**src/rtl/rf_write_sequencer_pkg.sv**
```systemverilog
// Shared definitions for the register-file write sequencer: sizes, PC index
// and the queued write-entry format.
package rf_write_sequencer_pkg;

  localparam int DEPTH    = 4;
  localparam int DW       = 32;
  localparam int AW       = 4;
  localparam int NUM_REGS = 16;
  localparam int PTR_W    = $clog2(DEPTH);
  localparam int CNT_W    = PTR_W + 1;

  localparam logic [AW-1:0] REG_PC = AW'(15);

  typedef struct packed {
    logic [AW-1:0] rg;
    logic [DW-1:0] data;
  } wb_entry_t;

  function automatic logic is_pc(input logic [AW-1:0] rg);
    return rg == REG_PC;
  endfunction

endpackage

```
**src/rtl/rf_write_sequencer_if.sv**
```systemverilog
// Result bus into the write sequencer plus its register-file, PC and
// hazard-flag outputs. master = producer/decode side, slave = sequencer.
interface rf_write_sequencer_if;
  import rf_write_sequencer_pkg::*;

  logic          in_valid;
  logic          in_ready;
  logic          p_en;
  logic [AW-1:0] p_reg;
  logic [DW-1:0] p_data;
  logic          s_en;
  logic [AW-1:0] s_reg;
  logic [DW-1:0] s_data;

  logic          le;
  logic [AW-1:0] rw;
  logic [DW-1:0] pw;
  logic          pc_load;
  logic [DW-1:0] pc_value;

  logic [AW-1:0] ra;
  logic [AW-1:0] rb;
  logic [AW-1:0] rd;
  logic          pend_a;
  logic          pend_b;
  logic          pend_d;
  logic          empty;

  modport master (
    output in_valid, p_en, p_reg, p_data, s_en, s_reg, s_data, ra, rb, rd,
    input  in_ready, le, rw, pw, pc_load, pc_value, pend_a, pend_b, pend_d, empty
  );

  modport slave (
    input  in_valid, p_en, p_reg, p_data, s_en, s_reg, s_data, ra, rb, rd,
    output in_ready, le, rw, pw, pc_load, pc_value, pend_a, pend_b, pend_d, empty
  );

endinterface

```
**src/rtl/rf_write_sequencer_wb_fifo.sv**
```systemverilog
// Circular write-back queue: up to two pushes (push0 lands first) and one pop
// per cycle. Per-entry valid bits are exposed for hazard comparison.
module wb_fifo
  import rf_write_sequencer_pkg::*;
(
  input  logic             clk,
  input  logic             rst_n,
  input  logic             push0,
  input  wb_entry_t        push0_entry,
  input  logic             push1,
  input  wb_entry_t        push1_entry,
  input  logic             pop,
  output wb_entry_t        head,
  output logic             head_valid,
  output wb_entry_t        entries [DEPTH],
  output logic [DEPTH-1:0] valid,
  output logic [CNT_W-1:0] count
);

  logic [PTR_W-1:0] rd_ptr;
  logic [PTR_W-1:0] wr_ptr;
  logic [PTR_W-1:0] push1_idx;
  logic [CNT_W-1:0] n_push;
  logic             do_pop;

  // push1 takes the next free slot after push0 when both are present
  assign push1_idx  = push0 ? wr_ptr + PTR_W'(1) : wr_ptr;
  assign n_push     = CNT_W'(push0) + CNT_W'(push1);
  assign head       = entries[rd_ptr];
  assign head_valid = valid[rd_ptr];
  assign do_pop     = pop & head_valid;

  // queue storage, pointers and occupancy; pointers wrap by width
  always_ff @(posedge clk or negedge rst_n) begin
    if (!rst_n) begin
      rd_ptr <= '0;
      wr_ptr <= '0;
      count  <= '0;
      valid  <= '0;
      for (int i = 0; i < DEPTH; i++) entries[i] <= '0;
    end else begin
      if (do_pop) begin
        valid[rd_ptr] <= 1'b0;
        rd_ptr        <= rd_ptr + PTR_W'(1);
      end
      if (push0) begin
        entries[wr_ptr] <= push0_entry;
        valid[wr_ptr]   <= 1'b1;
      end
      if (push1) begin
        entries[push1_idx] <= push1_entry;
        valid[push1_idx]   <= 1'b1;
      end
      wr_ptr <= wr_ptr + n_push[PTR_W-1:0];
      count  <= count + n_push - CNT_W'(do_pop);
    end
  end

endmodule

```
**src/rtl/rf_write_sequencer.sv**
```systemverilog
// Write-side driver for the 16x32 register file. Queues up to two results per
// transaction, retires one per clock, redirects R15 writes to a PC load and
// flags read ports whose register still has a write in flight.
module rf_write_sequencer
  import rf_write_sequencer_pkg::*;
(
  input  logic                 clk,
  input  logic                 rst_n,
  rf_write_sequencer_if.slave  bus
);

  wb_entry_t        head;
  logic             head_valid;
  wb_entry_t        entries [DEPTH];
  logic [DEPTH-1:0] valid;
  logic [CNT_W-1:0] count;
  logic             accept;
  logic             pend_a_c;
  logic             pend_b_c;
  logic             pend_d_c;

  // ready only when two slots are free, so a dual transaction always fits
  assign bus.in_ready = count <= CNT_W'(DEPTH - 2);
  assign accept       = bus.in_valid & bus.in_ready;

  // secondary goes in first so a same-register primary wins
  wb_fifo u_fifo (
    .clk         (clk),
    .rst_n       (rst_n),
    .push0       (accept & bus.s_en),
    .push0_entry ('{rg: bus.s_reg, data: bus.s_data}),
    .push1       (accept & bus.p_en),
    .push1_entry ('{rg: bus.p_reg, data: bus.p_data}),
    .pop         (head_valid),
    .head        (head),
    .head_valid  (head_valid),
    .entries     (entries),
    .valid       (valid),
    .count       (count)
  );

  assign bus.le       = head_valid & ~is_pc(head.rg);
  assign bus.rw       = head.rg;
  assign bus.pw       = head.data;
  assign bus.pc_load  = head_valid & is_pc(head.rg);
  assign bus.pc_value = head.data;
  assign bus.empty    = count == '0;

  // hazard flags: any live entry, including the head retiring now
  always_comb begin
    pend_a_c = 1'b0;
    pend_b_c = 1'b0;
    pend_d_c = 1'b0;
    for (int i = 0; i < DEPTH; i++) begin
      if (valid[i] && entries[i].rg == bus.ra) pend_a_c = 1'b1;
      if (valid[i] && entries[i].rg == bus.rb) pend_b_c = 1'b1;
      if (valid[i] && entries[i].rg == bus.rd) pend_d_c = 1'b1;
    end
  end

  assign bus.pend_a = pend_a_c;
  assign bus.pend_b = pend_b_c;
  assign bus.pend_d = pend_d_c;

endmodule

```
**src/flat_wrapper.sv**
```systemverilog
// flat-port wrapper written by rule: the top's interface ports become plain ports
module rf_write_sequencer_flat import rf_write_sequencer_pkg::*;
  (clk, rst_n, bus_in_valid, bus_p_en, bus_p_reg, bus_p_data, bus_s_en, bus_s_reg, bus_s_data, bus_ra, bus_rb, bus_rd, bus_in_ready, bus_le, bus_rw, bus_pw, bus_pc_load, bus_pc_value, bus_pend_a, bus_pend_b, bus_pend_d, bus_empty);
  rf_write_sequencer_if bus_i ();
  input  logic clk;
  input  logic rst_n;
  input wire logic [$bits(bus_i.in_valid)-1:0] bus_in_valid;
  input wire logic [$bits(bus_i.p_en)-1:0] bus_p_en;
  input wire logic [$bits(bus_i.p_reg)-1:0] bus_p_reg;
  input wire logic [$bits(bus_i.p_data)-1:0] bus_p_data;
  input wire logic [$bits(bus_i.s_en)-1:0] bus_s_en;
  input wire logic [$bits(bus_i.s_reg)-1:0] bus_s_reg;
  input wire logic [$bits(bus_i.s_data)-1:0] bus_s_data;
  input wire logic [$bits(bus_i.ra)-1:0] bus_ra;
  input wire logic [$bits(bus_i.rb)-1:0] bus_rb;
  input wire logic [$bits(bus_i.rd)-1:0] bus_rd;
  output wire logic [$bits(bus_i.in_ready)-1:0] bus_in_ready;
  output wire logic [$bits(bus_i.le)-1:0] bus_le;
  output wire logic [$bits(bus_i.rw)-1:0] bus_rw;
  output wire logic [$bits(bus_i.pw)-1:0] bus_pw;
  output wire logic [$bits(bus_i.pc_load)-1:0] bus_pc_load;
  output wire logic [$bits(bus_i.pc_value)-1:0] bus_pc_value;
  output wire logic [$bits(bus_i.pend_a)-1:0] bus_pend_a;
  output wire logic [$bits(bus_i.pend_b)-1:0] bus_pend_b;
  output wire logic [$bits(bus_i.pend_d)-1:0] bus_pend_d;
  output wire logic [$bits(bus_i.empty)-1:0] bus_empty;
  assign bus_i.in_valid = bus_in_valid;
  assign bus_i.p_en = bus_p_en;
  assign bus_i.p_reg = bus_p_reg;
  assign bus_i.p_data = bus_p_data;
  assign bus_i.s_en = bus_s_en;
  assign bus_i.s_reg = bus_s_reg;
  assign bus_i.s_data = bus_s_data;
  assign bus_i.ra = bus_ra;
  assign bus_i.rb = bus_rb;
  assign bus_i.rd = bus_rd;
  assign bus_in_ready = bus_i.in_ready;
  assign bus_le = bus_i.le;
  assign bus_rw = bus_i.rw;
  assign bus_pw = bus_i.pw;
  assign bus_pc_load = bus_i.pc_load;
  assign bus_pc_value = bus_i.pc_value;
  assign bus_pend_a = bus_i.pend_a;
  assign bus_pend_b = bus_i.pend_b;
  assign bus_pend_d = bus_i.pend_d;
  assign bus_empty = bus_i.empty;
  rf_write_sequencer u_core (.clk(clk), .rst_n(rst_n), .bus(bus_i));
endmodule
```
**config.mk**
```make
export PLATFORM = sky130hd
export DESIGN_NAME = rf_write_sequencer_flat
export DESIGN_NICKNAME = d
export VERILOG_FILES = /design/src/rtl/rf_write_sequencer_pkg.sv /design/src/rtl/rf_write_sequencer_if.sv /design/src/rtl/rf_write_sequencer_wb_fifo.sv /design/src/rtl/rf_write_sequencer.sv /design/src/flat_wrapper.sv
export SDC_FILE = /design/constraint.sdc
export NUM_CORES = 1
export LEC_CHECK = 0
export CAP_MARGIN = 20
export CELL_PAD_IN_SITES_DETAIL_PLACEMENT = 0
export CELL_PAD_IN_SITES_GLOBAL_PLACEMENT = 1
export CORE_MARGIN = 2
export CORE_UTILIZATION = 40
export CTS_BUF_LIST = sky130_fd_sc_hd__clkbuf_8
export DETAILED_ROUTE_END_ITERATION = 10
export PLACE_DENSITY_LB_ADDON = 0.05
export SYNTH_ARGS = -nofsm -noshare
export SYNTH_HDL_FRONTEND = slang
export SYNTH_SLANG_ARGS = --single-unit
```
**constraint.sdc**
```tcl
create_clock -name clk -period 3.2 [get_ports clk]
set_input_delay 0.32 -clock clk [delete_from_list [all_inputs] [get_ports clk]]
set_output_delay 0.32 -clock clk [all_outputs]
set_load 0.03 [all_outputs]
```
# Word level (Yosys, flattened, before mapping)

Cells that the tools add are included.

Register bits after elaboration: 155
Input bits: 89
Word-level logic and storage cells: 109

$add $sub $neg: 6
Order comparisons: 12
Eq/ne operators: 13
Muxes and demuxes: 35
Bitwise gates (word level): 13
Reduce and logical (&&, ||, !) cells: 18

Operator list:

| cell                  | count |
|---|---|
| $bwmux W144           | 2 |
| $mux W144             | 2 |
| $demux W36 S2         | 2 |
| $mux W36              | 4 |
| $bmux W36 S2          | 1 |
| $eq A4 B4 Y1          | 12 |
| $logic_and A1 B1 Y1   | 17 |
| $mux W1               | 16 |
| $mux W4               | 3 |
| $ge A3 B3 Y1 const B  | 3 |
| $lt A2 B3 Y1 const B  | 3 |
| $not A2 Y3            | 3 |
| $or A4 B4 Y4          | 2 |
| $demux W1 S2          | 3 |
| $ge A2 B1 Y1 const B  | 3 |
| $lt A3 B1 Y1 const B  | 2 |
| $and A1 B1 Y1         | 5 |
| $add A2 B1 Y2 const B | 2 |
| $and A4 B4 Y4         | 1 |
| $eq A4 B4 Y1 const B  | 1 |
| $not A4 Y4            | 1 |
| $add A3 B2 Y3         | 1 |
| $le A3 B2 Y1 const B  | 1 |
| $logic_not A3 Y1      | 1 |
| other kinds (6)       | 6 |

# Logic depth before layout (Yosys ltp)

Gate-level depths: netlist (run 1).

Depth after elaboration: 11
Gate-level depth with buffers: 12

# Cells and area by module

From an unflattened synthesis (run 1), not the netlist that was laid out.

Cell total of the unflattened synthesis: 693
Area, all modules: 9620.5 um^2

Modules (own cells, without submodules):

| module             | instances | cells an instance | area each (um^2) |
|---|---|---|---|
| wb_fifo            | 1         | 576               | 8768.4 |
| rf_write_sequencer | 1         | 117               | 852.1 |

# Worst setup path before layout (run 1)

No wires, ideal clock.

Kind: register to register
From: register u_core.u_fifo.count[1]
To: register u_core.u_fifo.count[2]
Library setup time: 0.123 ns
Arrival: 2.314 ns
Required time: 3.077 ns
Slack: 0.763 ns
Stages on the path, launching flop included: 13
Buffers on the path: 1
Clock period less this slack: 2.437 ns
Cells stage by stage: dfrtp_1 -> a21oi_2 -> buf_6 -> and3_1 -> ha_1 -> inv_1 -> ha_1 -> inv_1 -> ha_1 -> inv_1 -> fa_1 -> xor2_1 -> xnor2_1

Word-level cells in the longest chain between the ends: 6

Ends and longest elaborated chain:

| item                                    | line                                               | text |
|---|---|---|
| start: declaration                      | rf_write_sequencer_wb_fifo.sv:17                   | `output logic [CNT_W-1:0] count` |
| start signal: assignment                | rf_write_sequencer_wb_fifo.sv:55                   | `count <= count + n_push - CNT_W'(do_pop);` |
| $le A3 B2 Y1 *                          | rf_write_sequencer.sv:23                           | `assign bus.in_ready = count <= CNT_W'(DEPTH - 2);` |
| via bus_in_ready                        | flat_wrapper.sv:17                                 | `output wire logic [$bits(bus_i.in_ready)-1:0] bus_in_ready;` |
| $and A1 B1 Y1 *                         | rf_write_sequencer.sv:24                           | `assign accept = bus.in_valid & bus.in_ready;` |
| $and A1 B1 Y1, on equally long branches | rf_write_sequencer.sv:30, rf_write_sequencer.sv:32 |  |
| $add A1 B1 Y2 *                         | rf_write_sequencer_wb_fifo.sv:28                   | `assign n_push = CNT_W'(push0) + CNT_W'(push1);` |
| $add A3 B2 Y3 *                         | rf_write_sequencer_wb_fifo.sv:55                   |  |
| $sub A3 B1 Y3 *                         | rf_write_sequencer_wb_fifo.sv:55                   |  |

Mark *: on every way through the listed nets, which the timed path passes. The rest lies on a longest branch.
A chain may end at the register's enable or synchronous reset.

# Worst setup path after layout (run 1)

From: register u_core.u_fifo.rd_ptr[0]
To: output bus_pc_value[2]

Word-level cells in the longest chain between the ends: 4

Ends and longest elaborated chain:

| item                                        | line                             | text |
|---|---|---|
| start: declaration                          | rf_write_sequencer_wb_fifo.sv:20 | `logic [PTR_W-1:0] rd_ptr;` |
| start signal: assignment                    | rf_write_sequencer_wb_fifo.sv:44 | `rd_ptr <= rd_ptr + PTR_W'(1);` |
| $not A2 Y3 (implied by the code)            | rf_write_sequencer_wb_fifo.sv:29 | `assign head = entries[rd_ptr];` |
| $bmux W36 S2                                | rf_write_sequencer_wb_fifo.sv:29 |  |
| $mux W36 (implied by the code) (2 in a row) | rf_write_sequencer_wb_fifo.sv:29 |  |
| end: declaration                            | flat_wrapper.sv:22               | `output wire logic [$bits(bus_i.pc_value)-1:0] bus_pc_value;` |

No other way between the ends. The select of a mux whose other input is x is not followed.

==> impl_metrics.env, run 1 <==
export IMPL_clk_path_buf_depth=2
export IMPL_cp_arrival_ns=2.59
export IMPL_n_antenna_cell=0
export IMPL_routed_via_density=5.34
export IMPL_period_share=0.908
export IMPL_synth_edf_count=0
export IMPL_cap_violations=0
export IMPL_max_freq_mhz=344
export IMPL_skew_ns=0.0119
export IMPL_internal_power_mw=7.30
export IMPL_synth_most_common_cell="dfrtp_1"
export IMPL_cp_required_ns=2.88
export IMPL_pwr_density_cell_nw_per_um2=1150
export IMPL_placed_cells=1236
export IMPL_yosysTopAreaCellShare=0.422
export IMPL_finalCriticalPeriod_ns=2.91
export IMPL_ys_flop_type="dfrtp_1"
export IMPL_crit_slowest_cell="clkdlybuf4s50_1"
export IMPL_ctsResizeCount=0
export IMPL_path_class="reg2out"
export IMPL_r2r_cells=9
export IMPL_finalSetupTns_ns=0
export IMPL_grt_pass1_vias=6918
export IMPL_grt_pass1_wl_microns=39500
export IMPL_fp_dieW_microns=156
export IMPL_start_kind="flip-flop"
export IMPL_yosysTopAreaCell="dfrtp_1"
export IMPL_status="finished, final reports clean"
export IMPL_fin_cells=1273
export IMPL_die_h_microns=156
export IMPL_cts_buffers=17
export IMPL_tightest_slew_ns=0.849
export IMPL_hold_violations=0
export IMPL_p_switching_mw=5.62
export IMPL_synth_top_cells_by_area="dfrtp_1, mux2i_1, mux4_2"
export IMPL_syn_nets=963
export IMPL_fill_cells=2109
export IMPL_slew_headroom=0.434
export IMPL_port_buffers=163
export IMPL_seq_area_frac_synth=0.422
export IMPL_syn_area_per_cell_sq_um=10.7
export IMPL_async_reset_ff_frac=1.00
export IMPL_p_seq_frac=0.291
export IMPL_p_leak_nw=5.52
export IMPL_drive_above_1_share=0.108
export IMPL_ys_top_cells_by_count="dfrtp_1, mux2i_1, a21oi_1, nor2_1, buf_4"
export IMPL_final_max_slew_viol_count=0
export IMPL_placementRows=55
export IMPL_grt_max_degree=75
export IMPL_htreeDepth=4
export IMPL_io_pins=164
export IMPL_coreArea_sq_um=22600
export IMPL_syn2layout_area_growth_pct=22.6
export IMPL_syn_area_sq_um=9200
export IMPL_setup_viol=0
export IMPL_netlist_instances=860
export IMPL_cts_tree="done"
export IMPL_comb_power_share=0.585
export IMPL_ant_nets=0
export IMPL_ys_ff_latch=155
export IMPL_hold_path_class="in2async"
export IMPL_switching_share=0.435
export IMPL_yosysWarningCount=0
export IMPL_path_max_fanout=30
export IMPL_drtIter0Drc=338
export IMPL_final_util=0.500
export IMPL_grt_usage=0.213
export IMPL_routed_wl_microns=25100
export IMPL_detail_route_wl_per_cell_microns=19.8
export IMPL_nets=1078
export IMPL_path_clk_slew_ns=0.09
export IMPL_rsz0062_at_grt="false"
export IMPL_routed_via_count=6792
export IMPL_routabilityCongestion=0.874
export IMPL_crit_path_end_kind="output port"
export IMPL_cts_sinks=155
export IMPL_slowest_delay_ns=0.63
export IMPL_ir_drop_mv=0.717
export IMPL_antenna_found_initial=0
export IMPL_grt_ovfl_total=0
export IMPL_drc=0
export IMPL_dr_pass1_iters=5
export IMPL_path_cells="buf_4 > buf_12 > mux4_2 > clkdlybuf4s50_1"
export IMPL_dp_hpwl_microns=15900
export IMPL_dieArea_sq_um=24200
export IMPL_clkPwrFrac=0.124
export IMPL_worstSkewPairLatency_ns=0.44
export IMPL_cts_root_buf="clkbuf_8"
export IMPL_initial_core_util=0.407
export IMPL_yosysUniqueCellTypes=31
export IMPL_power_mw=12.9
cells in the final DEF, fill, tap and decap left out, types with 2 or more instances in the layout:
cell	n
inv_1	11
nor3b_1	2
inv_8	2
mux4_2	37
nand3_1	16
nand4_1	8
mux2i_1	146
ha_1	13
a21oi_1	144
nor2_2	4
dfrtp_1	153
clkinvlp_4	2
o2111ai_4	4
xnor2_1	15
inv_6	4
and3b_1	2
clkbuf_8	20
nor2_1	141
nand2_1	9
clkinv_4	2
buf_12	8
bufinv_16	2
xor2_1	37
nor3_1	14
clkdlybuf4s50_1	162
buf_4	16
and3_1	3
dfrtp_2	2
metrics by stage:
stage                     instance area (sq um)  hold slack, ns  setup WS (ns)
after CTS                                 11200           0.412         0.0830
after global routing                      11300           0.430          0.176
after detailed placement                  10800           0.324          0.524
after global placement                    10800           0.313          0.573
after floorplan                            9200          0.0244          0.763
final                                     11300           0.398          0.294
critical path: cells and delay by family (launching register included):
| kind | cells | cell delay, ns |
|---|---|---|
| buf+inv | 3 | 1.08 |
| mux | 1 | 0.62 |
| flops | 1 | 0.42 |
cells by family (layout without fill, tap and decap cells):
logic type,count (synthesis),in the layout,synth area share
AND/OR/NAND/NOR,202,202,0.0944
multiplexers,183,183,0.249
flip-flops,155,155,0.422
AO/OA/AOI/OAI,151,151,0.0898
buffers and inverters,103,231,0.0752
XOR/XNOR,52,52,0.0495
adder cells (fa/ha/maj),14,14,0.0199
state kept, by name, indices dropped and copies added, names as in the netlist:
signal and count:
u_core.u_fifo.count 3, u_core.u_fifo.valid 4, u_core.u_fifo.rd_ptr 2, u_core.u_fifo.wr_ptr 2
u_core.u_fifo.entries 144
power by group through the flow:
stage                     sequential, mW  clock [mW]  combinational [mW]
after floorplan                     3.51           0                5.59
after global placement              3.75           0                7.48
after detailed placement            3.81           0                7.58
after CTS                           3.77        1.65                7.60
after global routing                3.89        1.74                8.11
final                               3.76        1.60                7.56
layout make-up:
class                   count  area [sq um]  area share
multi-input cells         602          4650       0.412
flip-flops and latches    155          3880       0.344
repair buffers            188          1920       0.171
well taps                 285           357      0.0316
clock buffers              20           275      0.0244
clock inverters            12           150      0.0133
inverters                  11          41.3     0.00366
metal layers:
layer | vias to the layer above | part of all wire | global-route usage
met5 | - | 0 | 0
met4 | 0 | 0.0089 | 0.0384
met3 | 17 | 0.048 | 0.0447
met2 | 171 | 0.50 | 0.363
met1 | 3364 | 0.44 | 0.283
li1 | 3240 | - | -
timing repair:
item | CTS | global route
hold buffers | 1 | 0
endpoints found under the setup margin | 0 | 1
setup buffers | 0 | 4
endpoints found under the hold margin | 54 | 0
final timing paths:
| check | slack [ns] | from | end |
|---|---|---|---|
| worst min register to register | 0.53 | u_core.u_fifo.count[2]$_DFF_PN0_ | u_core.u_fifo.count[2]$_DFF_PN0_ |
| worst min-delay path | 0.40 | rst_n | u_core.u_fifo.count[2]$_DFF_PN0_ |
| worst max register to register | 0.64 | u_core.u_fifo.rd_ptr[0]$_DFFE_PN0P_ | u_core.u_fifo.count[2]$_DFF_PN0_ |
| worst max-delay path | 0.29 | u_core.u_fifo.rd_ptr[0]$_DFFE_PN0P_ | bus_pc_value[2] |
| max in group asynchronous | 1.98 | rst_n | u_core.u_fifo.entries[22]$_DFF_PN0_ |
| min in group clk | 0.52 | bus_p_data[0] | u_core.u_fifo.entries[36]$_DFF_PN0_ |
Power figures use the tool's default switching activity.
==> run 2: changes to the inputs <==
Settings changed: CORE_ASPECT_RATIO set to 0.6, GPL_TIMING_DRIVEN set to 0.
==> run 2 against run 1 <==
  * Critical path depth rose by 1
  * Clock-buffer cell count did not move
  * Via count rose by 5.4%
  * Flip-flop and latch count did not move
  * Non-clock buffer count rose by 64
  * Clock skew barely moved
  * Sequential share of layout area fell by 1.3 points
  * Die area rose by 0.17%
  * Combinational power rose by 5.4%
  * Power rose by 3.7%
  * Clock power barely moved
  * Critical path type unchanged
  * Critical endpoint is now bus_pw[5]
==> impl_metrics.env, run 2 (synthesized netlist as in run 1, its figures left out) <==
export IMPL_slew_headroom=0.502
export IMPL_dieArea_sq_um=24300
export IMPL_drive_above_1_share=0.159
export IMPL_hold_violations=0
export IMPL_path_clk_slew_ns=0.09
export IMPL_crit_path_end_kind="output port"
export IMPL_routabilityCongestion=0.889
export IMPL_rsz0062_at_grt="false"
export IMPL_hold_path_class="in2async"
export IMPL_post_cts_buffers=0
export IMPL_cp_arrival_ns=2.72
export IMPL_cap_violations=0
export IMPL_r2r_cells=6
export IMPL_setup_viol=0
export IMPL_ir_drop_mv=0.829
export IMPL_path_max_fanout=10
export IMPL_ant_nets=0
export IMPL_dp_hpwl_microns=19400
export IMPL_routed_via_density=5.26
export IMPL_nets=1142
export IMPL_status="finished, final reports clean"
export IMPL_fin_area_sq_um=11700
export IMPL_syn2layout_area_growth_pct=27.2
export IMPL_clk_path_buf_depth=2
export IMPL_tightest_slew_ns=0.748
export IMPL_port_buffers=158
export IMPL_drtIter0Drc=542
export IMPL_power_mw=13.4
export IMPL_htreeDepth=4
export IMPL_drc=0
export IMPL_r2r_end="u_core.u_fifo.entries[133]$_DFF_PN0_"
export IMPL_period_share=0.951
export IMPL_reg2reg_setup_slack_ns=0.47
export IMPL_cp_required_ns=2.88
export IMPL_reg_largest_list="u_core.u_fifo.entries (144), u_core.u_fifo.valid (4), u_core.u_fifo.count (3)"
export IMPL_placementRows=42
export IMPL_grt_pass1_vias=7141
export IMPL_rr_startpoint="u_core.u_fifo.wr_ptr[0]$_DFF_PN0_"
export IMPL_grt_ovfl_total=0
export IMPL_finalSetupTns_ns=0
export IMPL_cts_root_buf="clkbuf_8"
export IMPL_finalCriticalPeriod_ns=3.04
export IMPL_skew_ns=0.0117
export IMPL_fill_cells=2120
export IMPL_n_antenna_cell=0
export IMPL_cts_tree="done"
export IMPL_grt_pass1_wl_microns=43000
export IMPL_final_max_slew_viol_count=0
export IMPL_regMostFlops="u_core.u_fifo.entries"
export IMPL_fp_dieW_microns=200
export IMPL_p_leak_nw=5.99
export IMPL_grt_max_degree=109
export IMPL_start_kind="flip-flop"
export IMPL_grt_usage=0.239
export IMPL_cts_sinks=155
export IMPL_die_h_microns=121
export IMPL_mostFrequentLayoutCells="dfrtp_1, mux2i_1, a21oi_1"
export IMPL_largest_register_ffs=144
export IMPL_initial_core_util=0.413
export IMPL_worstSkewPairLatency_ns=0.46
export IMPL_dr_pass1_iters=4
export IMPL_routed_via_count=7160
export IMPL_layout_commonest_cell="dfrtp_1"
export IMPL_coreArea_sq_um=22300
export IMPL_max_freq_mhz=329
export IMPL_routed_wl_microns=28100
export IMPL_cts_buffers=17
export IMPL_detail_route_wl_per_cell_microns=20.7
export IMPL_pwr_density_cell_nw_per_um2=1140
export IMPL_path_class="reg2out"
export IMPL_io_pins=164
export IMPL_placed_area_sq_um=11200
export IMPL_antenna_found_initial=0
-- run 2: cell count changes in the layout (fill, tap and decap cells not counted), sizes merged, moves of 3 or more --
cell	before	now
clkbuf	20	30
inv	17	12
clkdlybuf4s50	162	121
dlygate4sd2	0	10
clkinvlp	2	5
dlymetal6s2s	0	25
buf	25	85
-- run 2: critical path, stage by stage (launching register included) --
cell and delay [ns]:
dfrtp_1 0.51, clkbuf_4 0.32, clkbuf_4 0.31, mux4_2 0.39, buf_4 0.16, clkdlybuf4s50_1 0.58
-- run 2: final cells by class --
type,count,area (sq um),area share
Buffer,92,676,0.0577
Clock buffer,20,275,0.0235
Clock inverter,12,146,0.0125
Inverter,11,41.3,0.00353
Multi-Input combinational cell,602,4630,0.395
Sequential cell,155,3880,0.331
Tap cell,308,385,0.0329
Timing Repair Buffer,160,1670,0.143
-- run 2: metrics by stage --
| step | instances | utilization | hold slack (ns) | setup slack (ns) |
|---|---|---|---|---|
| detailed placement | 1327 | 0.503 | 0.250 | 0.242 |
| global route | 1360 | 0.525 | 0.369 | 0.00000488 |
| finish | 1360 | 0.525 | 0.341 | 0.157 |
| CTS | 1360 | 0.522 | 0.333 | 0.00559 |
| global placement | 1326 | 0.501 | 0.504 | -5.05 |
| floorplan | 860 | - | 0.0244 | 0.763 |
-- run 2: per-layer routing --
layer,share of wire,wire (microns),global-route usage
met5,0,0,0
met4,0.0059,166,0.0481
met3,0.061,1700,0.0420
met2,0.42,12000,0.331
met1,0.51,14300,0.386
-- run 2: how the worst max path moves through the flow --
stage | start | to | depth (start not counted)
final | u_core.u_fifo.rd_ptr[1]$_DFFE_PN0P_ | bus_pw[5] | 5
after global routing | u_core.u_fifo.rd_ptr[0]$_DFFE_PN0P_ | bus_pc_value[23] | 5
after CTS | u_core.u_fifo.rd_ptr[0]$_DFFE_PN0P_ | bus_pw[10] | 6
after detailed placement | u_core.u_fifo.rd_ptr[1]$_DFFE_PN0P_ | bus_pw[24] | 5
after global placement | rst_n | u_core.u_fifo.entries[139]$_DFF_PN0_ | 1
after floorplan | u_core.u_fifo.count[1]$_DFF_PN0_ | u_core.u_fifo.count[2]$_DFF_PN0_ | 12
-- run 2: power by group --
| part | internal, mW | switching [mW] | leakage, nW | total (mW) |
|---|---|---|---|---|
| registers | 2.98 | 0.850 | 1.80 | 3.83 |
| clock network | 0.826 | 0.771 | 0.204 | 1.60 |
| logic | 3.85 | 4.12 | 3.99 | 7.97 |
| total | 7.65 | 5.74 | 5.99 | 13.4 |
-- run 2: what timing repair did --
item	in CTS	in global routing
hold endpoints to repair	47	0
setup endpoints to repair	52	28
gates resized for setup	18	27
hold buffers	1	0
